$ cat src/rtl/seq_lock_pkg.sv
// Shared types and sizing helpers for the seq_lock serial combination lock.
// Imported by the top level and by the shared hold timer.
package seq_lock_pkg;

  typedef enum logic [1:0] {
    ST_COLLECT = 2'b00,
    ST_OPEN    = 2'b01,
    ST_LOCKOUT = 2'b10,
    ST_ILLEGAL = 2'b11
  } state_e;

  // Width of the shared hold timer: enough for max(open, lockout) - 1, never below 1 bit.
  function automatic int timer_width(input int open_cyc, input int lockout_cyc);
    int longest;
    longest = (open_cyc > lockout_cyc) ? open_cyc : lockout_cyc;
    return (longest <= 1) ? 1 : $clog2(longest);
  endfunction

endpackage

$ cat src/rtl/hold_timer.sv
// Loadable down-counter with a zero flag; one instance times both the open
// window and the lockout window of seq_lock. Updates on the falling clock edge.
module hold_timer #(
  parameter int W = 4
) (
  input  logic         clk,
  input  logic         clear,
  input  logic         load,
  input  logic [W-1:0] load_val,
  input  logic         dec,
  output logic         zero
);

  logic [W-1:0] cnt_q;
  logic [W-1:0] cnt_d;

  always_comb begin
    // NOTE: assign every always_comb output a default first so no path leaves it unassigned (no latch).
    cnt_d = cnt_q;
    if (load) begin
      cnt_d = load_val;
    end else if (dec && (cnt_q != '0)) begin
      cnt_d = cnt_q - 1'b1;
    end
  end

  // NOTE: sequential state uses non-blocking assignments so every flop samples pre-edge values.
  always_ff @(negedge clk) begin
    if (!clear) begin
      cnt_q <= '0;
    end else begin
      cnt_q <= cnt_d;
    end
  end

  assign zero = (cnt_q == '0);

endmodule

$ cat src/rtl/seq_lock.sv
// Serial combination lock: framed CODE_W-bit attempts, runtime code load,
// consecutive-failure counting and timed lockout. All state moves on negedge clk.
module seq_lock
  import seq_lock_pkg::*;
#(
  parameter int                CODE_W      = 6,
  parameter logic [CODE_W-1:0] RESET_CODE  = 6'b101100,
  parameter int                MAX_FAIL    = 3,
  parameter int                OPEN_CYC    = 4,
  parameter int                LOCKOUT_CYC = 16
) (
  input  logic                          clk,
  input  logic                          clear,
  input  logic                          b_in,
  input  logic                          b_valid,
  input  logic                          load,
  input  logic [CODE_W-1:0]             code_in,
  output logic                          unlock,
  output logic                          locked_out,
  output logic [$clog2(MAX_FAIL+1)-1:0] fail_cnt,
  output logic                          match_err
);

  localparam int FAIL_W  = $clog2(MAX_FAIL + 1);
  localparam int BIT_W   = $clog2(CODE_W);
  localparam int TIMER_W = timer_width(OPEN_CYC, LOCKOUT_CYC);

  localparam logic [BIT_W-1:0]   LAST_BIT   = BIT_W'(CODE_W - 1);
  localparam logic [FAIL_W-1:0]  FAIL_LIMIT = FAIL_W'(MAX_FAIL);
  localparam logic [TIMER_W-1:0] OPEN_LOAD  = TIMER_W'(OPEN_CYC - 1);
  localparam logic [TIMER_W-1:0] LOCK_LOAD  = TIMER_W'(LOCKOUT_CYC - 1);

  state_e              state_q, state_d;
  logic [CODE_W-1:0]   sreg_q, sreg_d;
  logic [BIT_W-1:0]    bit_cnt_q, bit_cnt_d;
  logic [CODE_W-1:0]   code_q, code_d;
  logic [FAIL_W-1:0]   fail_q, fail_d;
  logic                unlock_q, unlock_d;
  logic                locked_out_q, locked_out_d;
  logic                match_err_q, match_err_d;

  logic                tmr_load;
  logic [TIMER_W-1:0]  tmr_load_val;
  logic                tmr_dec;
  logic                tmr_zero;

  logic [CODE_W-1:0]   attempt;
  logic [FAIL_W-1:0]   fail_inc;

  // The attempt as it stands once the current bit is shifted in.
  assign attempt  = {sreg_q[CODE_W-2:0], b_in};
  assign fail_inc = (fail_q == FAIL_LIMIT) ? fail_q : fail_q + 1'b1;

  hold_timer #(
    .W(TIMER_W)
  ) u_hold_timer (
    .clk      (clk),
    .clear    (clear),
    .load     (tmr_load),
    .load_val (tmr_load_val),
    .dec      (tmr_dec),
    .zero     (tmr_zero)
  );

  always_comb begin
    state_d      = state_q;
    sreg_d       = sreg_q;
    bit_cnt_d    = bit_cnt_q;
    code_d       = code_q;
    fail_d       = fail_q;
    match_err_d  = 1'b0;
    tmr_load     = 1'b0;
    tmr_load_val = '0;
    tmr_dec      = 1'b0;

    unique case (state_q)
      ST_COLLECT: begin
        // A load restarts the frame and swallows any bit offered alongside it.
        if (load) begin
          code_d    = code_in;
          bit_cnt_d = '0;
        end else if (b_valid) begin
          sreg_d = attempt;
          if (bit_cnt_q == LAST_BIT) begin
            bit_cnt_d = '0;
            if (attempt == code_q) begin
              state_d      = ST_OPEN;
              fail_d       = '0;
              tmr_load     = 1'b1;
              tmr_load_val = OPEN_LOAD;
            end else begin
              match_err_d = 1'b1;
              fail_d      = fail_inc;
              if (fail_inc == FAIL_LIMIT) begin
                state_d      = ST_LOCKOUT;
                tmr_load     = 1'b1;
                tmr_load_val = LOCK_LOAD;
              end
            end
          end else begin
            bit_cnt_d = bit_cnt_q + 1'b1;
          end
        end
      end

      ST_OPEN: begin
        if (tmr_zero) begin
          state_d = ST_COLLECT;
        end else begin
          tmr_dec = 1'b1;
        end
      end

      ST_LOCKOUT: begin
        fail_d = FAIL_LIMIT;
        if (tmr_zero) begin
          state_d = ST_COLLECT;
          fail_d  = '0;
        end else begin
          tmr_dec = 1'b1;
        end
      end

      default: begin
        state_d   = ST_COLLECT;
        bit_cnt_d = '0;
      end
    endcase

    // Outputs are registered copies of where the FSM is heading.
    unlock_d     = (state_d == ST_OPEN);
    locked_out_d = (state_d == ST_LOCKOUT);
  end

  always_ff @(negedge clk) begin
    if (!clear) begin
      state_q      <= ST_COLLECT;
      sreg_q       <= '0;
      bit_cnt_q    <= '0;
      // NOTE: the code register is architectural state, so it is reset to a known code rather than left undefined.
      code_q       <= RESET_CODE;
      fail_q       <= '0;
      unlock_q     <= 1'b0;
      locked_out_q <= 1'b0;
      match_err_q  <= 1'b0;
    end else begin
      state_q      <= state_d;
      sreg_q       <= sreg_d;
      bit_cnt_q    <= bit_cnt_d;
      code_q       <= code_d;
      fail_q       <= fail_d;
      unlock_q     <= unlock_d;
      locked_out_q <= locked_out_d;
      match_err_q  <= match_err_d;
    end
  end

  assign unlock     = unlock_q;
  assign locked_out = locked_out_q;
  assign fail_cnt   = fail_q;
  assign match_err  = match_err_q;

endmodule
$ cat config.mk
export PLATFORM = sky130hd
export DESIGN_NAME = seq_lock
export DESIGN_NICKNAME = d
export VERILOG_FILES = /design/src/rtl/seq_lock_pkg.sv /design/src/rtl/hold_timer.sv /design/src/rtl/seq_lock.sv
export SDC_FILE = /design/constraint.sdc
export NUM_CORES = 1
export LEC_CHECK = 0
export ABC_CLOCK_PERIOD_IN_PS = 1850
export CORE_MARGIN = 1.5
export CORE_UTILIZATION = 48
export DETAILED_ROUTE_END_ITERATION = 10
export GPL_ROUTABILITY_DRIVEN = 0
export HOLD_SLACK_MARGIN = 0.08
export PLACE_DENSITY = 0.76
export SLEW_MARGIN = 40
export SYNTH_ARGS = -nofsm -noshare
export SYNTH_HDL_FRONTEND = slang
export SYNTH_HIERARCHICAL = 1
export SYNTH_SLANG_ARGS = --single-unit
export TNS_END_PERCENT = 5
$ cat constraint.sdc
create_clock -name clk -period 1.85 [get_ports clk]
set_input_delay 0.37 -clock clk [delete_from_list [all_inputs] [get_ports clk]]
set_output_delay 0.37 -clock clk [all_outputs]
set_load 0.005 [all_outputs]
==> impl_metrics.json <==
{
  "syn_area_per_cell_um2": 8.78,
  "min-delay-start": "code_q[1]$_SDFFE_NN0P_",
  "clk_pin_slew_ns": 0.05,
  "die-area_mm2": 0.00297,
  "vias_per_cell": 5.45,
  "cts-root-buf": "clkbuf_4",
  "numPortBuffers": 15,
  "synth_cell_types": 41,
  "fin_setup_tns_ns": -2.77,
  "grt_max_degree": 15,
  "power.share.clock": 0.401,
  "final_cell_mix": "32 x inv_1, 23 x dfxtp_1, 20 x buf_4, 13 x nand3_1, 12 x nand2_1",
  "core-area_mm2": 0.00250,
  "rr_worst_depth": 8,
  "rsz0062_at_grt": "yes",
  "drt_iter0_drc": 24,
  "fin_ws_ns": -0.281,
  "fin_util": 0.753,
  "required_ns": 1.48,
  "tightest_slew_ns": 0.332,
  "finalHoldViolCount": 0,
  "die_x_um": 54.5,
  "synth-seq-area-share": 0.393,
  "clock_latency_ns": 0.40,
  "start_kind": "flop",
  "cp_top_family": "flip-flops",
  "synthesis.nets": 160,
  "power-per-cell-area_mw_per_mm2": 594,
  "min_path_cells": 2,
  "holdBufCountCts": 0,
  "syn_inst": 145,
  "place_hpwl_um": 2130,
  "grt_pass1_wl_um": 5230,
  "grt_antenna_before_repair": 0,
  "r2r_setup_slack_ns": -0.11,
  "cts_tree": "built",
  "final_common_cell": "inv_1",
  "peakVddDrop_mv": 0.625,
  "post_drt_wl_per_cell_um": 13.6,
  "status": "complete, but fails checks",
  "place_area_mm2": 0.00162,
  "area_delta_synth_final_pct": 47.8,
  "critPathMaxStageDelay_ns": 0.32,
  "cts_max_path_buffers": 2,
  "clkSinkCount": 25,
  "grt_overflow": 0,
  "p_switching_uw": 361,
  "relSlewSlack": 0.777,
  "finClkSkew_ns": 0.0127,
  "drive_above_1_share": 0.316,
  "ant_nets": 0,
  "netlist_area_mm2": 0.00127,
  "track_usage": 0.246,
  "vias": 1302,
  "cap_violations": 0,
  "hold_ws_ns": 0.465,
  "holdCritPathClass": "flop to flop",
  "crit_chain": "buf_6",
  "ys_ff_latch": 25,
  "cts_buffers": 3,
  "antenna_cells": 0,
  "min_to": "code_q[1]$_SDFFE_NN0P_",
  "crit_fanout": 2,
  "chipHeight_um": 54.5,
  "firstDrtPassIters": 4,
  "grt_pass1_vias": 1347,
  "violations": "setup timing",
  "yosys_warnings": 6,
  "crit_path_top_delay_cell": "dfxtp_2",
  "num-nets-final": 225,
  "cp.arrival_ns": 1.76,
  "path_buf_inv": 1,
  "r2r_start": "u_hold_timer/cnt_q[0]$_SDFFE_NN0P_",
  "worstSetupPathType": "flop to primary output",
  "worst_r2r_endpoint": "u_hold_timer/cnt_q[3]$_SDFFE_NN0P_",
  "drv_slew": 0,
  "start_util": 0.510,
  "pwr-share-seq": 0.504,
  "p_sw_frac": 0.322,
  "intPower_uw": 758,
  "row_count": 18,
  "setup_violations": 15,
  "end_kind": "primary output",
  "share_comb_of_total_power": 0.095,
  "io_pins": 16,
  "drc": 0,
  "p_leak_uw": 0.000872,
  "htreeDepth": 1,
  "power.total_uw": 1120,
  "fin_area_mm2": 0.00188,
  "drt_wl_total_um": 3260
}
layer usage:
| metal | wire length (um) | part of all wire | vias up | track usage |
|---|---|---|---|---|
| met5 | 0 | 0 | - | 0 |
| met4 | 82 | 0.025 | 0 | 0.138 |
| met3 | 148 | 0.045 | 11 | 0.0820 |
| met2 | 1640 | 0.50 | 34 | 0.460 |
| met1 | 1380 | 0.42 | 617 | 0.230 |
| li1 | - | - | 640 | - |
power by group through the flow:
stage / combinational [uW] / clock [uW] / sequential (uW)
CTS: 101 / 460 / 563
detailed placement: 92.9 / 89.6 / 572
global route: 114 / 511 / 564
global placement: 89.6 / 89.6 / 571
finish: 106 / 448 / 564
floorplan: 47.4 / 89.6 / 569
cells in the mapped netlist:
| library cell | instances | area (um2) |
|---|---|---|
| a211o_2 | 1 | 10.0 |
| a211oi_1 | 1 | 7.51 |
| a21boi_0 | 1 | 7.51 |
| a21boi_1 | 3 | 22.5 |
| a21o_1 | 2 | 15.0 |
| a21o_2 | 1 | 8.76 |
| a21oi_1 | 4 | 20.0 |
| a221o_1 | 1 | 10.0 |
| a22oi_1 | 1 | 7.51 |
| a31oi_1 | 1 | 6.26 |
| and2_1 | 1 | 6.26 |
| and3_4 | 1 | 11.3 |
| buf_2 | 2 | 10.0 |
| clkbuf_1 | 1 | 3.75 |
| dfxtp_1 | 25 | 500 |
| ha_1 | 4 | 50.1 |
| inv_1 | 9 | 33.8 |
| inv_2 | 1 | 3.75 |
| mux2i_1 | 6 | 60.1 |
| nand2_1 | 14 | 52.6 |
| nand2b_1 | 3 | 18.8 |
| nand3_1 | 14 | 70.1 |
| nand4_1 | 1 | 6.26 |
| nor2_1 | 11 | 41.3 |
| nor2b_1 | 6 | 37.5 |
| nor3_1 | 3 | 15.0 |
| nor3_4 | 1 | 16.3 |
| nor3b_1 | 3 | 22.5 |
| nor4_1 | 1 | 6.26 |
| nor4_2 | 1 | 12.5 |
| nor4b_1 | 1 | 8.76 |
| nor4bb_2 | 1 | 16.3 |
| o21ai_0 | 4 | 20.0 |
| o21ai_1 | 1 | 5.00 |
| o21bai_1 | 1 | 7.51 |
| o221a_1 | 2 | 22.5 |
| o311a_1 | 2 | 20.0 |
| o31ai_1 | 1 | 7.51 |
| or3b_4 | 1 | 11.3 |
| xnor2_1 | 4 | 35.0 |
| xor2_1 | 3 | 26.3 |
worst max-delay path by stage:
| stage | start | endpoint | slack, ns | cells after the start |
|---|---|---|---|---|
| floorplan | b_in | u_hold_timer/cnt_q[3]$_SDFFE_NN0P_ | -0.53 | 7 |
| global placement | b_valid | u_hold_timer/cnt_q[3]$_SDFFE_NN0P_ | -0.99 | 8 |
| detailed placement | b_valid | u_hold_timer/cnt_q[3]$_SDFFE_NN0P_ | -1.05 | 8 |
| CTS | fail_cnt[0]$_SDFFE_NN0P_ | fail_cnt[0] | -0.28 | 1 |
| global route | fail_cnt[1]$_SDFFE_NN0P_ | fail_cnt[1] | -0.33 | 1 |
| finish | fail_cnt[1]$_SDFFE_NN0P_ | fail_cnt[1] | -0.28 | 1 |
logic make-up after synthesis:
family | after synthesis | synth area share
simple gates | 63 | 0.277
buf+inv | 13 | 0.0403
compound gates | 27 | 0.155
fa+ha+maj | 4 | 0.0393
flops | 25 | 0.393
mux | 6 | 0.0472
xor+xnor | 7 | 0.0481
repair_timing:
item                       4_1_cts  5_1_grt
buffers inserted                 0        2
setup endpoints to repair       30       19
pin swaps                        9        8
resized for setup               61       12
cloned                           1        0
through the flow:
stage,std cells,worst slack [ns]
2_1_floorplan,145,-0.531
3_3_place_gp,209,-0.993
3_5_place_dp,209,-1.05
4_1_cts,237,-0.283
5_1_grt,239,-0.327
6_report,239,-0.281
registers in the layout, indices dropped and copies added (netlist names), 2 cells and up:
register and cells:
fail_cnt 2, sreg_q 5, state_q 2, bit_cnt_q 3, u_hold_timer/cnt_q 4, code_q 6
final cells by class:
class	count	area, um2
Clock buffer	3	22.5
Clock inverter	26	97.6
Fill cell	170	617
Inverter	8	30.0
Multi-Input combinational cell	108	872
Sequential cell	25	503
Tap cell	30	37.5
Timing Repair Buffer	39	320
(Power assumes the default switching activity.)
